`src/rtl/uart_bus_master.sv`:
```
// uart_bus_master: UART-to-bus bridge. Receives 8N1 command frames ('W' adr[4] dat[4]
// or 'R' adr[4], all MSB-first), runs one 32-bit bus cycle and replies over UART
// ('K' for a write, four data bytes for a read, 'E' for a timed-out cycle).
// Optional feature: define UART_BUS_MASTER_TIMEOUT_EN to abandon bus cycles that
// receive no ack within TIMEOUT cycles; without it the bus wait is unbounded.
module uart_bus_master #(
  parameter logic [15:0] BAUDDIV = 16'd270,
  parameter logic [7:0]  TIMEOUT = 8'd255
) (
  input  logic        clk_i,
  input  logic        rst_i,
  input  logic        uartRx_i,
  output logic        uartTx_o,
  output logic        stb_o,
  output logic        we_o,
  output logic [31:0] adr_o,
  output logic [3:0]  sel_o,
  output logic [31:0] dat_o,
  input  logic [31:0] dat_i,
  input  logic        ack_i,
  output logic        busy_o
);

  typedef enum logic [1:0] {RX_IDLE, RX_START, RX_DATA, RX_STOP} rxState_t;
  typedef enum logic [2:0] {IDLE, ADDR, DATA, BUS, RESP} parseState_t;
  typedef enum logic [1:0] {TX_IDLE, TX_START, TX_DATA, TX_STOP} txState_t;

  localparam logic [15:0] BitLast = BAUDDIV - 16'd1;
  localparam logic [15:0] HalfBit = BAUDDIV >> 1;

  logic [1:0]  rxSync_q;
  logic        rxIn;
  rxState_t    rxState_q, rxState_d;
  logic [15:0] rxCnt_q, rxCnt_d;
  logic [2:0]  rxBit_q, rxBit_d;
  logic [7:0]  rxShift_q, rxShift_d;
  logic        rxValid_q, rxValid_d;
  logic        frameErr_q, frameErr_d;

  parseState_t pState_q, pState_d;
  logic        we_q, we_d;
  logic [31:0] adr_q, adr_d;
  logic [31:0] dat_q, dat_d;
  logic [1:0]  byteCnt_q, byteCnt_d;
  logic [31:0] resp_q, resp_d;
  logic [2:0]  respLeft_q, respLeft_d;

  txState_t    txState_q, txState_d;
  logic [15:0] txCnt_q, txCnt_d;
  logic [2:0]  txBit_q, txBit_d;
  logic [7:0]  txShift_q, txShift_d;
  logic        txLine_q, txLine_d;
  logic        txBitEnd;
  logic        txLoad;
  logic        timedOut;

  assign rxIn = rxSync_q[1];

`ifdef UART_BUS_MASTER_TIMEOUT_EN
  logic [7:0] toCnt_q;

  // Count cycles spent waiting for ack; restarts whenever the parser is outside BUS.
  always_ff @(posedge clk_i) begin
    if (rst_i || pState_q != BUS) toCnt_q <= '0;
    else                          toCnt_q <= toCnt_q + 8'd1;
  end

  assign timedOut = (pState_q == BUS) && (toCnt_q == TIMEOUT - 8'd1);
`else
  assign timedOut = 1'b0;
`endif

  // Receiver: start detection with glitch rejection at mid-start, LSB-first data, stop check.
  always_comb begin
    rxState_d  = rxState_q;
    rxCnt_d    = rxCnt_q;
    rxBit_d    = rxBit_q;
    rxShift_d  = rxShift_q;
    rxValid_d  = 1'b0;
    frameErr_d = 1'b0;
    case (rxState_q)
      RX_IDLE: begin
        rxCnt_d = '0;
        if (!rxIn) rxState_d = RX_START;
      end
      RX_START: begin
        if (rxCnt_q == HalfBit) begin
          rxCnt_d   = '0;
          rxBit_d   = '0;
          rxState_d = rxIn ? RX_IDLE : RX_DATA;
        end else begin
          rxCnt_d = rxCnt_q + 16'd1;
        end
      end
      RX_DATA: begin
        if (rxCnt_q == BitLast) begin
          rxCnt_d   = '0;
          rxShift_d = {rxIn, rxShift_q[7:1]};
          rxBit_d   = rxBit_q + 3'd1;
          if (rxBit_q == 3'd7) rxState_d = RX_STOP;
        end else begin
          rxCnt_d = rxCnt_q + 16'd1;
        end
      end
      RX_STOP: begin
        if (rxCnt_q == BitLast) begin
          rxCnt_d    = '0;
          rxState_d  = RX_IDLE;
          rxValid_d  = rxIn;
          frameErr_d = !rxIn;
        end else begin
          rxCnt_d = rxCnt_q + 16'd1;
        end
      end
      default: rxState_d = RX_IDLE;
    endcase
  end

  // Synchronizer (idles high) and receiver state registers.
  always_ff @(posedge clk_i) begin
    if (rst_i) begin
      rxSync_q   <= 2'b11;
      rxState_q  <= RX_IDLE;
      rxCnt_q    <= '0;
      rxBit_q    <= '0;
      rxShift_q  <= '0;
      rxValid_q  <= 1'b0;
      frameErr_q <= 1'b0;
    end else begin
      rxSync_q   <= {rxSync_q[0], uartRx_i};
      rxState_q  <= rxState_d;
      rxCnt_q    <= rxCnt_d;
      rxBit_q    <= rxBit_d;
      rxShift_q  <= rxShift_d;
      rxValid_q  <= rxValid_d;
      frameErr_q <= frameErr_d;
    end
  end

  // Command parser, bus handshake and response transmitter; a framing error only
  // aborts a command still being collected, never a bus cycle or a reply in flight.
  always_comb begin
    pState_d   = pState_q;
    we_d       = we_q;
    adr_d      = adr_q;
    dat_d      = dat_q;
    byteCnt_d  = byteCnt_q;
    resp_d     = resp_q;
    respLeft_d = respLeft_q;
    txState_d  = txState_q;
    txCnt_d    = txCnt_q;
    txBit_d    = txBit_q;
    txShift_d  = txShift_q;
    txLine_d   = txLine_q;
    txBitEnd   = (txCnt_q == BitLast);
    txLoad     = 1'b0;
    case (pState_q)
      IDLE: begin
        byteCnt_d = '0;
        if (rxValid_q && rxShift_q == 8'h57) begin
          pState_d = ADDR;
          we_d     = 1'b1;
        end else if (rxValid_q && rxShift_q == 8'h52) begin
          pState_d = ADDR;
          we_d     = 1'b0;
        end
      end
      ADDR: begin
        if (frameErr_q) begin
          pState_d = IDLE;
        end else if (rxValid_q) begin
          adr_d     = {adr_q[23:0], rxShift_q};
          byteCnt_d = byteCnt_q + 2'd1;
          if (byteCnt_q == 2'd3) pState_d = we_q ? DATA : BUS;
        end
      end
      DATA: begin
        if (frameErr_q) begin
          pState_d = IDLE;
        end else if (rxValid_q) begin
          dat_d     = {dat_q[23:0], rxShift_q};
          byteCnt_d = byteCnt_q + 2'd1;
          if (byteCnt_q == 2'd3) pState_d = BUS;
        end
      end
      BUS: begin
        if (ack_i) begin
          pState_d   = RESP;
          resp_d     = we_q ? 32'h4B00_0000 : dat_i;
          respLeft_d = we_q ? 3'd1 : 3'd4;
        end else if (timedOut) begin
          pState_d   = RESP;
          resp_d     = 32'h4500_0000;
          respLeft_d = 3'd1;
        end
      end
      RESP: begin
        if (txState_q == TX_IDLE && respLeft_q != 3'd0) begin
          txLoad = 1'b1;
        end else if (txState_q == TX_STOP && txBitEnd) begin
          if (respLeft_q != 3'd0) txLoad = 1'b1;
          else                    pState_d = IDLE;
        end
      end
      default: pState_d = IDLE;
    endcase
    if (txLoad) begin
      txState_d  = TX_START;
      txCnt_d    = '0;
      txShift_d  = resp_q[31:24];
      resp_d     = {resp_q[23:0], 8'h00};
      respLeft_d = respLeft_q - 3'd1;
      txLine_d   = 1'b0;
    end else begin
      case (txState_q)
        TX_IDLE: txLine_d = 1'b1;
        TX_START: begin
          if (txBitEnd) begin
            txState_d = TX_DATA;
            txCnt_d   = '0;
            txBit_d   = '0;
            txLine_d  = txShift_q[0];
          end else begin
            txCnt_d = txCnt_q + 16'd1;
          end
        end
        TX_DATA: begin
          if (txBitEnd) begin
            txCnt_d = '0;
            if (txBit_q == 3'd7) begin
              txState_d = TX_STOP;
              txLine_d  = 1'b1;
            end else begin
              txBit_d   = txBit_q + 3'd1;
              txShift_d = {1'b0, txShift_q[7:1]};
              txLine_d  = txShift_q[1];
            end
          end else begin
            txCnt_d = txCnt_q + 16'd1;
          end
        end
        TX_STOP: begin
          if (txBitEnd) begin
            txState_d = TX_IDLE;
            txCnt_d   = '0;
            txLine_d  = 1'b1;
          end else begin
            txCnt_d = txCnt_q + 16'd1;
          end
        end
        default: txState_d = TX_IDLE;
      endcase
    end
  end

  // Parser, bus and transmitter state registers; the serial line is registered to stay glitch-free.
  always_ff @(posedge clk_i) begin
    if (rst_i) begin
      pState_q   <= IDLE;
      we_q       <= 1'b0;
      adr_q      <= '0;
      dat_q      <= '0;
      byteCnt_q  <= '0;
      resp_q     <= '0;
      respLeft_q <= '0;
      txState_q  <= TX_IDLE;
      txCnt_q    <= '0;
      txBit_q    <= '0;
      txShift_q  <= '0;
      txLine_q   <= 1'b1;
    end else begin
      pState_q   <= pState_d;
      we_q       <= we_d;
      adr_q      <= adr_d;
      dat_q      <= dat_d;
      byteCnt_q  <= byteCnt_d;
      resp_q     <= resp_d;
      respLeft_q <= respLeft_d;
      txState_q  <= txState_d;
      txCnt_q    <= txCnt_d;
      txBit_q    <= txBit_d;
      txShift_q  <= txShift_d;
      txLine_q   <= txLine_d;
    end
  end

  assign uartTx_o = txLine_q;
  assign stb_o    = (pState_q == BUS);
  assign sel_o    = stb_o ? 4'hF : 4'h0;
  assign we_o     = we_q;
  assign adr_o    = adr_q;
  assign dat_o    = dat_q;
  assign busy_o   = (pState_q != IDLE) || (txState_q != TX_IDLE);

endmodule
```
`config.mk`:
```
export PLATFORM = sky130hd
export DESIGN_NAME = uart_bus_master
export DESIGN_NICKNAME = d
export VERILOG_FILES = /design/src/rtl/uart_bus_master.sv
export SDC_FILE = /design/constraint.sdc
export NUM_CORES = 1
export LEC_CHECK = 0
export ABC_AREA = 1
export BUFFER_PORTS_ARGS = -buffer_cell sky130_fd_sc_hd__buf_2
export CORE_MARGIN = 8
export CORE_UTILIZATION = 62
export DETAILED_ROUTE_END_ITERATION = 7
export PLACE_DENSITY_LB_ADDON = 0.1
export SLEW_MARGIN = 20
export SYNTH_ARGS = -nofsm -noshare
export SYNTH_HDL_FRONTEND = slang
export SYNTH_SLANG_ARGS = --single-unit
export TNS_END_PERCENT = 20
```
`constraint.sdc`:
```
create_clock -name clk_i -period 4.2 [get_ports clk_i]
set_clock_uncertainty 0.05 [all_clocks]
set_input_delay 0.42 -clock clk_i [delete_from_list [all_inputs] [get_ports clk_i]]
set_output_delay 0.42 -clock clk_i [all_outputs]
set_load 0.01 [all_outputs]
```
==> results by stage <==
Outcome:
- The flow ran to the end, and the final reports show no timing, DRC or antenna violations.

Layout:
- The finished layout holds roughly 1300 standard cells, fillers aside.
- The net count of the finished layout is approximately 1200.
- The layout has ~1000 filler cells.
- The number of diodes added for antenna fixing is 0.
- The area added between synthesis and finish is 14.80%.
- In the layout the commonest cells are sky130_fd_sc_hd__nor2_1 (191), sky130_fd_sc_hd__dfxtp_1 (168), sky130_fd_sc_hd__nand2_1 (116), sky130_fd_sc_hd__buf_2 (107).
- The share of post-route cells with drive strength above 1 is 15.25%.
- The area of combinational cells with multiple inputs is about 0.0035 mm².
- The sequential cell area in the final layout is around 0.0034 mm².
- Leaving out fill and tap cells, the most frequent cell in the layout is sky130_fd_sc_hd__nor2_1.
- The cell area after layout is 0.008581 mm².

GRT:
- The via count of the first global-routing pass is between 6000 and 7000.
- The global routing usage summed across all routing layers is 21.85%.
- The first-pass GRT wire length is slightly below 30 mm.
- The initial antenna violation count is 0.
- Entering global routing, the biggest net connects 78 pins.
- After global routing the overflow that remains totals 0.

Clocking:
- The H-tree was split into 4 levels.
- In this run the deepest clock path goes through 2 buffers.
- The post-cts hold buffer count is 0.
- In this run, post-CTS repair resized a total of 0 instances.
- The number of buffers created by CTS is 17.
- At the later pin of the worst-skew pair, clock insertion delay measures roughly 430 ps.
- The count of buffers added by post-CTS timing repair for setup is 0.
- The TritonCTS clock tree is done.
- The clock input transition at the sequential cells of the worst setup and hold paths is ~70 ps.
- For this design, the sink count on the clock tree is 168.
- The cell at the root of the clock tree is sky130_fd_sc_hd__clkbuf_16.

Pwr:
- The power per cell area is 425.9 mW/mm².
- The leakage power summed over all cells is just under 0.004 µW.
- The maximum resistive drop on vdd is ~0.34 mV.

Die:
- The die area is roughly 0.016 mm².
- The standard-cell row count is 40.
- The number of ports placed on the die boundary is around 110.
- The initial utilization of the core area, before any placement, comes to 62.75%.
- The die width is between 100 and 150 µm.
- The placeable core region is approximately 0.012 mm².
- Measured along the y axis, the die boundary spans roughly 130 µm.

Timing:
- The final clock period utilization by the worst path is approximately three fifths.
- The final number of max-transition violations was 0.
- Once routing completed, OpenROAD measured the worst setup slack at roughly 1700 ps.
- The slew of the pin with the lowest slew margin is around 860 ps.
- The highest clock frequency the design can meet is slightly below 400 MHz.
- The relative max-transition margin is approximately 43%.
- Setup repair after global routing left no endpoint under its margin.
- After layout, the minimum clock period comes to roughly 2500 ps.
- The setup total negative slack is 0 ps.
- Setup violations remaining at the end of the flow were counted as 0.
- The count of endpoints failing hold in the final timing report is 0.

Placement:
- Timing analysis after detailed placement gives a worst setup slack of 1677 ps.
- The quantity of I/O buffers inserted on ports is ~110.
- The number of placed instances, taps included, is 1230.
- The global placer's final weighted congestion is between 0.8 and 0.9.
- The cell area after placement is between 0.007 and 0.008 mm².
- The final HPWL from detailed placement is approximately 11 mm.

Setup path:
- The sort of element at the start of the critical path is a flop.
- The worst setup path is of the reg -> reg kind.
- STA classifies the critical path endpoint as a flop.
- The worst register-to-register path has a depth of 10.
- The capture instance of the worst register-to-register path is respLeft_q[2].
- Setup slack on the worst reg-to-reg path comes out at around 1700 ps.
- Data on the critical path is required at its endpoint by 4520 ps.
- Of all nets on the critical path, the largest fanout is between 50 and 60.
- The endpoint arrival time on the critical path is roughly 2900 ps.
- In this run the critical register-to-register path is launched from txState_q[0].

Synthesis:
- The net count after synthesis is around 1100.
- The synthesized netlist contains 38 unique library cells.
- The area of the mapped netlist is 0.007475 mm².
- The count of warnings emitted by yosys is 0.
- After technology mapping, the gate count stands at 1022.
- After synthesis the netlist holds a flip-flop and latch count of 168.
- The mean post-synth cell area is between 7 and 8 µm².
- The share of the Yosys chip area taken by registers is ~45%.

Min path:
- The worst hold path depth is 2.
- The startpoint identified for the worst hold timing path is uartRx_i.
- The end of the worst hold path is rxSync_q[0].
- The worst hold path class is in -> reg.

Drt:
- The routed wirelength normalized by instance count is 13.53 µm.
- Summing over every cut layer, the via total after detailed routing is 6795.
- Before antenna repair, the detailed router went through 4 iterations.
- Summed over all layers, the routed wires come to 17.08 mm.
- The post-detailed-route via-to-cell ratio is around 5.4.
- In this run, the number of DRC markers left after iteration 0 of detailed routing was 513.
- The number of DRC violations after detailed routing is 0.
- Once detail routing completed, the nets flagged for antenna violations numbered 0.

Run:
- The max-capacitance violation count is 0.
worst max path at each step:
stage | from | end | slack, ps | depth (start not counted)
6_report | txState_q[0] | respLeft_q[2] | 1660 | 10
5_1_grt | txState_q[0] | respLeft_q[2] | 1430 | 10
4_1_cts | txState_q[0] | respLeft_q[2] | 1660 | 10
3_5_place_dp | txState_q[0] | txCnt_q[12] | 1680 | 9
3_3_place_gp | txState_q[0] | respLeft_q[2] | 1800 | 10
2_1_floorplan | txState_q[0] | txCnt_q[12] | 2430 | 12
report_power, final:
part           internal (µW)  leakage [µW]  switching [µW]
sequential              1640       0.00135            38.5
clock                    863      0.000284             677
combinational            146       0.00224             291
total                   2650       0.00388            1010
cell usage after synthesis (all sizes together):
cell type | number | area [µm²]
a211oi | 1 | 7.510
a21boi | 2 | 22.52
a21oi | 75 | 375.4
a221oi | 1 | 8.760
and3 | 3 | 18.77
buf | 22 | 142.6
clkbuf | 32 | 120.1
dfxtp | 168 | 3363
ha | 16 | 200.2
inv | 101 | 379.1
nand2 | 119 | 464.2
nand3 | 99 | 513.0
nand3b | 5 | 37.54
nand4 | 36 | 225.2
nor2 | 199 | 777.0
nor3 | 15 | 86.34
nor4 | 3 | 18.77
o211ai | 2 | 20.02
o21a | 1 | 7.510
o21ai | 99 | 495.5
o21bai | 2 | 15.01
or2 | 3 | 18.77
xnor2 | 3 | 26.28
xor2 | 15 | 131.4
area by class of cell:
class / instances / share of cell area, %
tap: 147 / 2.143
inverter: 101 / 4.418
timing repair buffer: 115 / 6.941
clock buffer: 19 / 5.279
clock inverter: 13 / 1.531
multi-input combinational: 699 / 40.49
sequential: 168 / 39.20
logic make-up (layout without fill, tap and decap cells):
kind of cell | after synthesis | in the layout | synth area share, %
XOR/XNOR | 18 | 18 | 2.109
AND/OR/NAND/NOR | 482 | 482 | 28.89
buffers and inverters | 155 | 248 | 8.587
adder cells (fa/ha/maj) | 16 | 16 | 2.678
AO/OA/AOI/OAI | 183 | 183 | 12.74
flip-flops | 168 | 168 | 45.00
state kept, by name, indices dropped and copies added, names as in the netlist, 8 cells and up, named ones only:
register,count
txCnt_q,16
rxCnt_q,16
dat_o,32
adr_o,32
rxShift_q,8
txShift_q,8
resp_q,32
stage by stage:
step	total power [µW]	hold slack, ps	utilization (%)
2_1_floorplan	2044	339.5	-
4_1_cts	3675	108.7	72.04
6_report	3654	118.6	72.04
3_5_place_dp	2150	377.3	67.13
5_1_grt	3814	110.5	72.04
3_3_place_gp	2143	374.5	67.13
critical path, stage by stage (launching register included):
cell and delay [ps]:
sky130_fd_sc_hd__dfxtp_1 380, sky130_fd_sc_hd__inv_1 100, sky130_fd_sc_hd__ha_1 350, sky130_fd_sc_hd__inv_1 280, sky130_fd_sc_hd__nand2_4 220, sky130_fd_sc_hd__nand2_4 100, sky130_fd_sc_hd__buf_4 440, sky130_fd_sc_hd__nand3_1 260
sky130_fd_sc_hd__nand3_1 170, sky130_fd_sc_hd__nand2_1 60, sky130_fd_sc_hd__inv_1 60
per-layer routing:
metal	GRT usage, %	share of wire, %
met2	36.01	47
met4	7.926	1.6
met1	26.39	46
met3	6.709	5.7
met5	0	0
(Power assumes the default switching activity.)
